[src/rtl/answer_display_scanner.sv]
// answer_display_scanner: latches one 4-digit BCD group of the answer per frame
// and scans it onto a 4-digit common-anode seven-segment display.
module answer_display_scanner #(
    parameter int NUM_GROUPS   = 8,
    parameter int REFRESH_DIV  = 100000,
    parameter int BLANK_CYCLES = 1000
) (
    input  logic                    clk,
    input  logic                    reset,
    input  logic [2:0]              answer_select_code,
    input  logic [16*NUM_GROUPS-1:0] answer_bcd,
    output logic [3:0]              an,
    output logic [6:0]              seg,
    output logic                    dp,
    output logic [2:0]              group_latched
);

    localparam int TW = $clog2(REFRESH_DIV);
    localparam logic [TW-1:0] TICK_LAST  = TW'(REFRESH_DIV - 1);
    localparam logic [TW-1:0] TICK_BLANK = TW'(BLANK_CYCLES);

    logic [TW-1:0]           r_tick_cnt;
    logic [1:0]              r_digit_idx;
    logic                    r_load_pending;
    logic [2:0]              r_code;
    logic [16*NUM_GROUPS-1:0] r_shadow;

    logic                    w_wrap;
    logic                    w_load;
    logic                    w_blank;
    logic [15:0]             w_group;
    logic [3:0]              w_nibble;
    logic                    w_more;

    // Active-low segment pattern {g,f,e,d,c,b,a}; A is a minus sign.
    function automatic logic [6:0] f_decode(input logic [3:0] n);
        case (n)
            4'h0:    f_decode = 7'h40;
            4'h1:    f_decode = 7'h79;
            4'h2:    f_decode = 7'h24;
            4'h3:    f_decode = 7'h30;
            4'h4:    f_decode = 7'h19;
            4'h5:    f_decode = 7'h12;
            4'h6:    f_decode = 7'h02;
            4'h7:    f_decode = 7'h78;
            4'h8:    f_decode = 7'h00;
            4'h9:    f_decode = 7'h10;
            4'hA:    f_decode = 7'h3F;
            default: f_decode = 7'h7F;
        endcase
    endfunction

    assign w_wrap  = (r_tick_cnt == TICK_LAST);
    assign w_load  = r_load_pending || (w_wrap && (r_digit_idx == 2'd3));
    assign w_blank = (r_tick_cnt < TICK_BLANK);

    // Pick the latched group; an out-of-range code yields an all-blank group.
    always_comb begin
        w_group = 16'hFFFF;
        for (int g = 0; g < NUM_GROUPS; g++) begin
            if (r_code == 3'(g)) begin
                w_group = r_shadow[16*g +: 16];
            end
        end
    end

    assign w_nibble = w_group[{r_digit_idx, 2'b00} +: 4];

    // Any visible digit (1..9 or minus) in a group left of the latched one.
    always_comb begin
        w_more = 1'b0;
        for (int g = 0; g < NUM_GROUPS; g++) begin
            if (g > int'(r_code)) begin
                for (int n = 0; n < 4; n++) begin
                    if ((r_shadow[16*g+4*n +: 4] != 4'h0) &&
                        (r_shadow[16*g+4*n +: 4] <= 4'hA)) begin
                        w_more = 1'b1;
                    end
                end
            end
        end
    end

    // Slot timer, digit pointer and once-per-frame shadow load.
    always_ff @(posedge clk) begin
        if (reset) begin
            r_tick_cnt     <= '0;
            r_digit_idx    <= 2'd0;
            r_load_pending <= 1'b1;
            r_code         <= 3'd0;
            r_shadow       <= '1;
        end else begin
            r_tick_cnt <= w_wrap ? '0 : r_tick_cnt + TW'(1);
            if (w_wrap) begin
                r_digit_idx <= r_digit_idx + 2'd1;
            end
            if (w_load) begin
                r_load_pending <= 1'b0;
                r_code         <= answer_select_code;
                r_shadow       <= answer_bcd;
            end
        end
    end

    // Registered display drive with a dark interval at the start of each slot.
    always_ff @(posedge clk) begin
        if (reset) begin
            an  <= 4'hF;
            seg <= 7'h7F;
            dp  <= 1'b1;
        end else if (w_blank) begin
            an  <= 4'hF;
            seg <= 7'h7F;
            dp  <= 1'b1;
        end else begin
            an  <= ~(4'b0001 << r_digit_idx);
            seg <= f_decode(w_nibble);
            dp  <= ~((r_digit_idx == 2'd3) && w_more);
        end
    end

    assign group_latched = r_code;

endmodule

[config.mk]
export PLATFORM = sky130hd
export DESIGN_NAME = answer_display_scanner
export DESIGN_NICKNAME = d
export VERILOG_FILES = /design/src/rtl/answer_display_scanner.sv
export SDC_FILE = /design/constraint.sdc
export NUM_CORES = 1
export LEC_CHECK = 0
export ABC_AREA = 1
export BUFFER_PORTS_ARGS = -buffer_cell sky130_fd_sc_hd__buf_4
export CELL_PAD_IN_SITES_DETAIL_PLACEMENT = 1
export CELL_PAD_IN_SITES_GLOBAL_PLACEMENT = 1
export CORE_MARGIN = 1.5
export CORE_UTILIZATION = 43
export DETAILED_ROUTE_END_ITERATION = 10
export PLACE_DENSITY = 0.82
export SLEW_MARGIN = 20
export SYNTH_ARGS = -nofsm -noshare
export SYNTH_HDL_FRONTEND = slang
export SYNTH_SLANG_ARGS = --single-unit
export TNS_END_PERCENT = 50
[constraint.sdc]
create_clock -name clk -period 4.49 [get_ports clk]
set_input_delay 0 -clock clk [delete_from_list [all_inputs] [get_ports clk]]
set_output_delay 0 -clock clk [all_outputs]
set_load 0.05 [all_outputs]
== Word-level counts from Yosys, hierarchy flattened ==
Memory sizes are Yosys's and may differ from the RTL's. A register that Yosys moved wholly into a read port is not among the register bits.
Index checks and enable logic that the tools add are counted.
Widths: inputs -> output; s select.

* Register bits after elaboration: 156
* Memory bits (read-only): 112
* Input port bits: 133
* Output and inout bits: 15
* Word-level logic and storage cells: 164
* Memories kept: 1

{| class="wikitable"
|+ Memories
! name !! depth !! width !! rd ports !! clocked after memory_dff !! write ports !! RTL line !! text
|-
| (no name shown) || 16 || 7 || 1 || 1 || 0 || 37 || <nowiki>case (n)</nowiki>
|}

* Add/subtract/negate cells: 2
* Order comparisons: 36
* Equal/unequal tests: 9
* Shift-type cells: 2
* Mux-type cells: 43
* Bitwise logic cells: 2
* Reduce and logical (&&, ||, !) cells: 62

{| class="wikitable"
|+ Operator list
! operator !! count
|-
| $mux 16 || 8
|-
| $le 4x4->1 const B || 28
|-
| $reduce_bool 4->1 || 28
|-
| $mux 1 || 35
|-
| $logic_and 1x1->1 || 30
|-
| $add 17x1->17 const B || 1
|-
| $eq 17x17->1 const B || 1
|-
| $lt 17x10->1 const B || 1
|-
| $shiftx 16x5->4 || 1
|-
| $eq 3x3->1 const B || 4
|-
| $gt 3x3->1 const A || 4
|-
| $eq 3x2->1 const B || 2
|-
| $gt 2x3->1 const A || 2
|-
| $not 4->4 || 1
|-
| $reduce_or 2->1 || 2
|-
| $shl 1x2->4 const A || 1
|-
| $eq 3x1->1 const B || 1
|-
| $gt 1x3->1 const A || 1
|-
| $logic_not 3->1 || 1
|-
| $add 2x1->2 const B || 1
|-
| $eq 2x2->1 const B || 1
|-
| $logic_or 1x1->1 || 1
|-
| $not 1->1 || 1
|}

== Longest topological paths before layout ==
Gate-level depths: netlist of the first run.

* Depth in word-level cells: 39
* Mapped depth: 18
* Gate-level depth less buffers: 17

== Worst setup path before layout of the first run ==
Ideal clock, no wire load.

* Kind: register -> register
* From: reg r_code[2], in the netlist group_latched[2]
* To: reg seg[6]
* Library setup time: 0.117 ns
* Data arrival time: 2.265 ns
* Required time: 4.373 ns
* Slack: 2.108 ns
* Stages on the path, launching flop included: 16
* Buffers on the path: 1
* Clock period less this slack: 2.382 ns
* Path through: dfxtp_1 inv_2 nor3_4 buf_6 nand2_1 nand4_1 nand2_1 nand2_1 nand2_1 nand2_1 inv_1 ha_1 inv_1 nand3_1 a21oi_1 nand2_1

* Longest elaborated chain between the ends: 10
* Elaborated cells on any way between the ends: 17
* Classes of those cells: 7 x eq/ne; 1 x shift; 8 x mux; 1 x reduce/logical

{| class="wikitable"
|+ RTL lines
! element !! RTL line !! text
|-
| start: declaration || 25 || <nowiki>logic [2:0] r_code;</nowiki>
|-
| start signal: assignment || 99 || <nowiki>r_code <= answer_select_code;</nowiki>
|-
| $logic_not 3->1 || 61 || <nowiki>if (r_code == 3'(g)) begin</nowiki>
|-
| $mux 16 (7 in a row) || 61 ||
|-
| $mux 16 * || 61 ||
|-
| $shiftx 16x5->4 * || 67 || <nowiki>assign w_nibble = w_group[{r_digit_idx, 2'b00} +: 4];</nowiki>
|-
| end: declaration || 13 || <nowiki>output logic [6:0] seg,</nowiki>
|}

Mark *: on every way between the ends. The rest lies on a longest branch, timed or not.
A chain may end at the register's enable or synchronous reset.

== Worst setup path after layout of the first run ==
Ends and elaborated chain as after synthesis.

==> results.sh, run 1 <==
export IMPL_core_area_sq_um=17800
export IMPL_critPathRequiredTime_ns=4.82
export IMPL_power_density_nw_per_um2=353
export IMPL_worst_slew_pin_slew_ns=0.748
export IMPL_via_per_inst=5.59
export IMPL_gp_congestion=0.937
export IMPL_grtUsageTotal_pct=34.7
export IMPL_synth_most_common_cell="nand2_1"
export IMPL_yosys_warnings=0
export IMPL_syn_nets=1249
export IMPL_syn_area_per_cell_sq_um=7.04
export IMPL_ctsResizeCount=0
export IMPL_reg2reg_to="seg[6]"
export IMPL_postCtsSetupBuffers=0
export IMPL_grt_pass1_wl_um=49500
export IMPL_syn_to_final_growth_pct=39.8
export IMPL_stdcell_area_sq_um=10900
export IMPL_hold_viol_final=0
export IMPL_fin_setup_tns_ns=0
export IMPL_synth_top_cell_area_share_pct=41.9
export IMPL_grt_pass1_vias=9361
export IMPL_synth_flop_cell="dfxtp_1"
export IMPL_final_util_pct=61.0
export IMPL_hp_class="primary input to register"
export IMPL_pin_count=148
export IMPL_crit_start="group_latched[2]"
export IMPL_critPathMaxFanout=11
export IMPL_dr_total_vias=8886
export IMPL_synth_seq_cells=163
export IMPL_finalNetCount=1491
export IMPL_cts_root_buffer="clkbuf_16"
export IMPL_r2r_slack_ns=1.58
export IMPL_cts_tree="yes"
export IMPL_leakage_nw=5.11
export IMPL_rsz0062_at_grt="no"
export IMPL_clk_path_buf_depth=2
export IMPL_endpoint_kind="register"
export IMPL_min_period_ns=2.91
export IMPL_ir_worst_vdd_v=0.000279
export IMPL_timing_hold_ws_ns=0.167
export IMPL_synthDistinctLibCells=35
export IMPL_clk_latency_ns=0.44
export IMPL_synthArstFlopShare_pct=0
export IMPL_synth_edff_count=0
export IMPL_grt_max_degree=100
export IMPL_netlist_top_cells_area="dfxtp_1 (42%), a21oi_1 (10%), o21ai_0 (9.8%)"
export IMPL_yosysTopAreaCell="dfxtp_1"
export IMPL_drt_iter0_markers=761
export IMPL_initial_utilization_pct=43.6
export IMPL_cp_data_arrival_time_ns=3.24
export IMPL_r2r_start="group_latched[2]"
export IMPL_drc=0
export IMPL_wl_um=32500
export IMPL_slew_viol_final=0
export IMPL_num_rows=49
export IMPL_fmax_mhz=343
export IMPL_relSlewSlack_pct=49.9
export IMPL_crit_type="register to register"
export IMPL_outcome="finished clean"
export IMPL_die_h_um=138
export IMPL_h_tree_depth=4
export IMPL_grt_overflow_total=0
export IMPL_synth_area_sq_um=7780
export IMPL_cts_buffers=17
export IMPL_crit_end="seg[6]"
export IMPL_synth_cells=1106
export IMPL_port_buffers=147
export IMPL_placed_cell_area_sq_um=8910
export IMPL_clock_sinks=163
export IMPL_setup_viol=0
export IMPL_dieArea_sq_um=18900
export IMPL_first_pass_iters=5
export IMPL_startpoint_type="register"
export IMPL_synth_common_cells="nand2_1 (192), dfxtp_1 (163), a21oi_1 (156)"
export IMPL_skew_ns=0.0124
export IMPL_fin_crit_sh_pct=64.9
export IMPL_wl_per_cell_um=20.5
export IMPL_dp_hpwl_um=19100
export IMPL_antenna_found_initial=1
export IMPL_clk_pin_slew_ns=0.07
export IMPL_cap_violations=0
export IMPL_drive_gt1_share_pct=14.5
export IMPL_ff2ff_path_depth=17
export IMPL_die_w_um=138
export IMPL_yosysSeqAreaShare_pct=41.9
export IMPL_ant_nets=0
==> critical path, stage by stage, from the launching register on <==
cell	delay, ns
dfxtp_1	0.40
inv_2	0.20
nand2_1	0.10
nor2_1	0.59
nand2_1	0.19
nand3_1	0.13
nor2_1	0.06
nand4_1	0.07
nand2_1	0.06
nand2_1	0.07
nand2_1	0.05
nand2_1	0.20
inv_1	0.11
ha_1	0.19
inv_1	0.07
nand3_1	0.09
a21oi_1	0.16
nand2_1	0.07
==> kinds of logic after synthesis <==
group,Yosys count,share of synthesized area [%]
AOI/OAI and AO/OA,318,20.7
xor gates and xnor gates,3,0.338
adders and majority gates,10,1.61
buffers and inverters,193,10.6
DFF,163,41.9
and+or+nand+nor,419,24.8
==> state kept, by name (all words and copies together) (netlist names) <==
register,count
an,4
r_digit_idx,2
dp,1
r_tick_cnt,17
r_load_pending,1
group_latched,3
r_shadow,128
seg,7
==> report_power, final <==
group,leakage (nW),internal (mW),total (mW),switching (mW)
registers,1.35,1.53,1.59,0.0611
clock network,0.310,0.980,1.62,0.645
logic,3.45,0.260,0.622,0.361
==> routing by layer <==
metal / routed length, um / part of all wire [%] / GRT usage [%] / vias up
met5: 0 / 0 / 0 / -
met4: 1440 / 4.4 / 18.1 / 0
met3: 1470 / 4.5 / 4.89 / 97
met2: 16700 / 51 / 63.6 / 329
met1: 13000 / 40 / 38.8 / 4266
li1: - / - / - / 4194
==> worst min-delay path by stage <==
stage | to | start | slack [ns] | cells past startpoint
2_1_floorplan | r_load_pending | reset | 0.09 | 1
3_3_place_gp | r_shadow[8] | answer_bcd[8] | 0.22 | 3
3_5_place_dp | r_shadow[61] | answer_bcd[61] | 0.22 | 3
4_1_cts | r_shadow[55] | reset | 0.14 | 3
5_1_grt | r_shadow[65] | reset | 0.20 | 3
6_report | r_shadow[55] | reset | 0.17 | 3
==> through the flow <==
step	worst slack [ns]	std cells	power, mW
after floorplan	2.11	1106	1.89
after global placement	1.84	1427	2.09
after detailed placement	1.67	1427	2.10
after CTS	1.60	1590	3.79
after global routing	1.35	1591	3.96
final	1.58	1591	3.84
==> layout make-up <==
class / instances / area [sq um]
Multi-Input combinational cell: 750 / 3710
Timing Repair Buffer: 285 / 2480
Clock buffer: 21 / 470
Antenna cell: 1 / 2.50
Clock inverter: 11 / 175
Fill cell: 2231 / 6960
Sequential cell: 163 / 3260
Inverter: 131 / 494
Tap cell: 229 / 287
==> cells in the final DEF (no fill, tap or decap), drive strengths merged <==
cell	netlist	routed
a31oi	2	2
o21ai	153	153
or2	2	2
o211ai	2	2
o22ai	2	2
nand3	91	91
o31ai	1	1
inv	128	129
nand4	45	45
bufinv	0	4
ha	10	10
nand3b	14	14
clkbuf	24	21
nor2	58	58
diode	0	1
a21oi	156	156
a211oi	1	1
nand2	194	194
nor4	3	3
dlygate4sd3	0	131
clkinvlp	0	2
xor2	3	3
buf	38	154
clkinv	3	7
o21bai	1	1
nor3	9	9
dfxtp	163	163
nor3b	3	3
==> what timing repair did <==
action                     in CTS  in global routing
setup endpoints to repair       0                  0
hold endpoints to repair      131                  0
hold buffers                  131                  0
(Power assumes the default switching activity.)
==> run 2: changes to the inputs <==
ABC_AREA = 0   (was 1)
PLACE_DENSITY = 0.76   (was 0.82)
clock period = 3 ns   (was 4.49 ns; I/O delays follow)
==> run 2 against run 1 <==
The run now ends with DRC left; combinational power is 45% higher; via count is 14% lower; area after synthesis is 2.9% higher; first-iteration DRC count is 46% lower; critical path type unchanged.
==> results.sh, run 2 <==
export IMPL_outcome="complete, but fails checks"
export IMPL_failed_checks="DRC"
export IMPL_clk_pin_slew_ns=0.06
export IMPL_ir_worst_vdd_v=0.000393
export IMPL_multi_input_area_sq_um=4420
export IMPL_synth_xor_area_share_pct=1.64
export IMPL_dr_total_vias=7626
export IMPL_slew_viol_final=0
export IMPL_crit_chain="buf_12 -> and2b_1 -> and3_1 -> a2111oi_0 -> o32a_2 -> inv_1 -> ha_1 -> or2_1 -> a21oi_1 -> o21ai_1"
export IMPL_crit_type="register to register"
export IMPL_synth_top_family_by_area="compound AO/OA/AOI/OAI gates"
export IMPL_synth_area_sq_um=8010
export IMPL_antenna_found_initial=5
export IMPL_h_tree_depth=4
export IMPL_drc=10
export IMPL_hold_viol_final=0
export IMPL_worst_slew_pin_slew_ns=0.979
export IMPL_critPathMaxFanout=18
export IMPL_hold_start="answer_bcd[56]"
export IMPL_crit_slowest_cell="dfxtp_2"
export IMPL_fmax_mhz=360
export IMPL_rsz0062_at_grt="no"
export IMPL_finalNetCount=1206
export IMPL_wl_per_cell_um=22.5
export IMPL_drive_gt1_share_pct=21.6
export IMPL_yosysTopAreaCell="dfxtp_1"
export IMPL_yosys_area_share_adder_pct=1.56
export IMPL_stdcell_count=1308
export IMPL_synth_common_cells="dfxtp_1 (163), nor2b_1 (134), a211o_1 (128)"
export IMPL_cts_buffers=17
export IMPL_reg_top3="r_shadow (128), r_tick_cnt (17), seg (7)"
export IMPL_fin_crit_sh_pct=92.7
export IMPL_crit_start="group_latched[1]"
export IMPL_grt_pass1_vias=8216
export IMPL_nFillCells=1914
export IMPL_cts_tree="yes"
export IMPL_clk_path_buf_depth=2
export IMPL_synth_flop_cell="dfxtp_1"
export IMPL_grt_max_degree=91
export IMPL_final_common_cell="dfxtp_1"
export IMPL_synth_cells=814
export IMPL_ant_nets=0
export IMPL_relSlewSlack_pct=34.0
export IMPL_synth_compound_area_share_pct=23.1
export IMPL_initial_utilization_pct=44.3
export IMPL_cp_data_arrival_time_ns=3.10
export IMPL_syn_area_per_cell_sq_um=9.84
export IMPL_dieArea_sq_um=19500
export IMPL_netlist_top_cells_area="dfxtp_1 (41%), a211o_1 (14%), nor2b_1 (10%)"
export IMPL_cts_root_buffer="clkbuf_16"
export IMPL_yosysSeqAreaShare_pct=40.8
export IMPL_setup_viol=0
export IMPL_dp_hpwl_um=18300
export IMPL_synth_edff_count=0
export IMPL_max_stage_delay_ns=0.62
export IMPL_grt_pass1_wl_um=45600
export IMPL_leakage_nw=4.56
export IMPL_hp_class="primary input to register"
export IMPL_num_rows=49
export IMPL_wl_um=29400
export IMPL_yosys_area_share_simple_pct=19.2
export IMPL_p_total_mw=5.80
export IMPL_clock_sinks=163
export IMPL_synthArstFlopShare_pct=0
export IMPL_layout_setup_ws_ns=0.220
export IMPL_synth_mux_area_fraction_pct=9.48
export IMPL_synthDistinctLibCells=59
export IMPL_largest_reg_flops=128
export IMPL_via_per_inst=5.83
export IMPL_seq_area_sq_um=3270
export IMPL_die_h_um=139
export IMPL_endpoint_kind="register"
export IMPL_core_area_sq_um=18100
export IMPL_die_w_um=139
export IMPL_skew_ns=0.0114
export IMPL_critPathRequiredTime_ns=3.32
export IMPL_synth_seq_cells=163
export IMPL_port_buffers=147
export IMPL_top_register="r_shadow"
export IMPL_min_period_ns=2.78
export IMPL_gp_congestion=0.943
export IMPL_pin_count=148
export IMPL_r2r_start="group_latched[1]"
export IMPL_mostFrequentLayoutCells="dfxtp_1 (161), buf_4 (157), nor2b_1 (134)"
export IMPL_startpoint_type="register"
export IMPL_synth_top_cell_area_share_pct=40.8
export IMPL_place_ws_ns=0.262
export IMPL_grt_overflow_total=0
export IMPL_cap_violations=0
export IMPL_drt_iter0_markers=413
export IMPL_synth_most_common_cell="dfxtp_1"
export IMPL_syn_nets=957
export IMPL_final_util_pct=62.1
export IMPL_first_pass_iters=7
export IMPL_clk_latency_ns=0.44
export IMPL_fin_setup_tns_ns=0
export IMPL_yosys_warnings=0
export IMPL_syn_to_final_growth_pct=40.3
export IMPL_dp_cells=1143
export IMPL_power_density_nw_per_um2=516
export IMPL_grtUsageTotal_pct=30.5
## run 2: worst paths after layout
| path | endpoint | slack (ns) | cells past startpoint |
|---|---|---|---|
| worst max-delay path | seg[3] | 0.22 | 10 |
| worst min-delay path | r_shadow[56] | 0.06 | 3 |
| worst max register to register | seg[3] | 0.22 | 10 |
| worst min register to register | r_shadow[12] | 0.48 | 1 |
## run 2: logic make-up (layout without fill, tap and decap cells)
family                   Yosys count  in the layout
adder cells (fa/ha/maj)           10             10
flip-flops                       163            163
other                              0              3
AO/OA/AOI/OAI                    238            238
buffers and inverters             72            334
XOR/XNOR                          15             15
multiplexers                      46             46
AND/OR/NAND/NOR                  270            270
## run 2: timing repair
| action | in CTS | in global routing |
|---|---|---|
| endpoints found under the hold margin | 130 | 0 |
| setup buffers | 0 | 0 |
| hold buffers | 130 | 0 |
| gates resized for setup | 0 | 0 |
## run 2: worst max-delay path: cells and delay by family, from the launching register on
| kind | cells | cell delay, ns |
|---|---|---|
| compound gates | 4 | 0.86 |
| flops | 1 | 0.62 |
| fa+ha+maj | 1 | 0.19 |
| simple gates | 3 | 0.67 |
| buf+inv | 2 | 0.30 |
## run 2: power breakdown
group | switching (mW) | internal (mW) | leakage [nW]
combinational | 0.389 | 0.516 | 2.90
clock | 0.987 | 1.44 | 0.309
sequential | 0.178 | 2.29 | 1.35
## run 2: final cells by class
type	count	area share [%]
Antenna cell	3	0.0668
Clock buffer	19	3.94
Clock inverter	13	1.78
Inverter	10	0.334
Multi-Input combinational cell	579	39.3
Sequential cell	163	29.1
Tap cell	229	2.55
Timing Repair Buffer	292	23.0
## run 2: through the flow
step	hold WS, ns	instance area, sq um
2_1_floorplan	0.144	8010
4_1_cts	0.0421	11200
3_5_place_dp	0.272	9280
3_3_place_gp	0.271	9280
5_1_grt	0.0524	11200
6_report	0.0587	11200
## run 2: per-layer routing
| metal | wire length, um | vias up | track usage [%] |
|---|---|---|---|
| met4 | 715 | 2 | 12.9 |
| met5 | 12 | - | 0 |
| li1 | - | 3515 | - |
| met1 | 12400 | 3812 | 36.7 |
| met2 | 14900 | 240 | 53.1 |
| met3 | 1400 | 57 | 5.88 |
==> run 3: changes to the inputs <==
CORE_UTILIZATION = 44   (was 43)
CTS_BUF_LIST = sky130_fd_sc_hd__clkbuf_8   (was default)
PLACE_DENSITY = 0.78   (was 0.76)
==> run 3 against run 2 <==
The flow now finishes without violations; setup slack got worse by 0.036 ns; register-to-register slack worse by 0.04 ns; critical path type unchanged; via count barely moved; critical path depth down 1; highest routed layer is now met4; first-iteration DRC count up 13%; combinational power fell by 0.7%.
==> results.sh, run 3 (synthesis results as in run 2) <==
export IMPL_outcome="finished clean"
export IMPL_pin_count=148
export IMPL_endpoint_kind="register"
export IMPL_final_util_pct=61.7
export IMPL_grt_pass1_vias=7907
export IMPL_p_clk_share_pct=33.0
export IMPL_combPwrFrac_pct=17.8
export IMPL_dp_hpwl_um=18500
export IMPL_finalNetCount=1214
export IMPL_clk_path_buf_depth=2
export IMPL_drive_gt1_share_pct=22.0
export IMPL_gp_congestion=0.938
export IMPL_ff2ff_path_depth=9
export IMPL_syn_to_final_growth_pct=37.9
export IMPL_cts_root_buffer="clkbuf_8"
export IMPL_min_period_ns=2.82
export IMPL_leakage_nw=4.49
export IMPL_critPathMaxFanout=9
export IMPL_initial_utilization_pct=44.7
export IMPL_hold_viol_final=0
export IMPL_h_tree_depth=4
export IMPL_clk_latency_ns=0.47
export IMPL_wl_um=29100
export IMPL_clk_pin_slew_ns=0.08
export IMPL_startpoint_type="register"
export IMPL_skew_ns=0.0184
export IMPL_fin_setup_tns_ns=0
export IMPL_cp_data_arrival_time_ns=3.16
export IMPL_p_int_mw=3.58
export IMPL_reg_top3="r_shadow (128), r_tick_cnt (17), seg (7)"
export IMPL_slew_viol_final=0
export IMPL_crit_type="register to register"
export IMPL_cap_violations=0
export IMPL_switchingPower_mw=1.45
export IMPL_drc=0
export IMPL_final_common_cell="buf_4"
export IMPL_core_area_sq_um=17900
export IMPL_seq_power_share_pct=49.2
export IMPL_ir_worst_vdd_v=0.000243
export IMPL_fin_crit_sh_pct=93.9
export IMPL_fmax_mhz=355
export IMPL_hp_class="primary input to register"
export IMPL_mostFrequentLayoutCells="buf_4 (164), dfxtp_1 (161), nor2b_1 (134)"
export IMPL_r2r_slack_ns=0.18
export IMPL_first_pass_iters=6
export IMPL_switching_share_pct=28.9
export IMPL_power_density_nw_per_um2=456
export IMPL_rsz0062_at_grt="no"
export IMPL_setup_viol=0
export IMPL_reg2reg_to="seg[3]"
export IMPL_cts_buffers=17
export IMPL_ant_nets=0
export IMPL_port_buffers=147
export IMPL_crit_start="group_latched[0]"
export IMPL_crit_end="seg[3]"
export IMPL_postCtsSetupBuffers=0
export IMPL_relSlewSlack_pct=34.3
export IMPL_grt_overflow_total=0
export IMPL_grt_pass1_wl_um=44200
export IMPL_dieArea_sq_um=19000
export IMPL_clock_sinks=163
export IMPL_p_total_mw=5.04
export IMPL_dp_cells=1149
export IMPL_r2r_start="group_latched[0]"
export IMPL_dr_total_vias=7619
export IMPL_die_h_um=138
export IMPL_num_rows=49
export IMPL_top_register="r_shadow"
export IMPL_largest_reg_flops=128
export IMPL_cts_tree="yes"
export IMPL_via_per_inst=5.79
export IMPL_worst_slew_pin_slew_ns=0.975
export IMPL_antenna_found_initial=2
export IMPL_stdcell_count=1315
export IMPL_grtUsageTotal_pct=30.9
export IMPL_drt_iter0_markers=466
export IMPL_critPathRequiredTime_ns=3.35
export IMPL_timing_hold_ws_ns=0.311
export IMPL_wl_per_cell_um=22.1
export IMPL_grt_max_degree=93
export IMPL_die_w_um=138
==> run 3: cell count changes in the layout (fill, tap and decap cells not counted), moves of 3 or more <==
cell,previous run,this run
clkbuf_8,1,18
inv_6,0,3
clkbuf_16,17,0
buf_4,157,164
==> run 3: final cells by class <==
type	count	area (sq um)
Multi-Input combinational cell	579	4420
Clock buffer	18	248
Sequential cell	163	3270
Fill cell	1934	6860
Timing Repair Buffer	300	2630
Clock inverter	14	154
Inverter	10	37.5
Antenna cell	2	5.00
Tap cell	229	287
==> run 3: worst min-delay path by stage <==
| stage | startpoint | end | slack (ns) | cells after the start |
|---|---|---|---|---|
| floorplan | answer_select_code[0] | group_latched[0] | 0.14 | 2 |
| global placement | reset | r_load_pending | 0.22 | 1 |
| detailed placement | reset | r_load_pending | 0.23 | 1 |
| CTS | reset | r_load_pending | 0.28 | 2 |
| global route | reset | r_load_pending | 0.32 | 2 |
| finish | reset | r_load_pending | 0.31 | 2 |
==> run 3: repair_timing <==
item                                   4_1_cts  5_1_grt
endpoints found under the hold margin      135        0
resized for setup                            0        0
hold buffers                               132        0
==> run 3: power groups by stage <==
stage | registers (mW) | logic, mW | clock network [mW]
floorplan | 2.43 | 0.483 | 0
global placement | 2.51 | 0.705 | 0
detailed placement | 2.51 | 0.731 | 0
CTS | 2.46 | 0.874 | 1.69
global route | 2.49 | 0.969 | 1.78
finish | 2.48 | 0.899 | 1.66
==> run 3: metrics by stage <==
stage | area (sq um) | worst slack, ns
5_1_grt | 11000 | 0.0502
4_1_cts | 11000 | 0.189
3_5_place_dp | 9320 | 0.202
2_1_floorplan | 8010 | 0.0239
6_report | 11000 | 0.183
3_3_place_gp | 9320 | 0.327
==> run 3: worst max-delay path, stage by stage, from the launching register on <==
cell and delay, ns:
dfxtp_2 0.43, buf_4 0.24, mux4_2 0.52, mux4_2 0.51
a21oi_4 0.29, inv_1 0.11, ha_1 0.31, nand2_1 0.05
a21oi_1 0.17, o21ai_1 0.08
==> run 3: metal layers <==
metal	vias to the layer above	share of wire, %	track usage, %
met5	-	0	0
met2	280	49	52.4
li1	3533	-	-
met1	3740	43	38.0
met3	66	5.7	7.35
met4	0	2.7	12.0
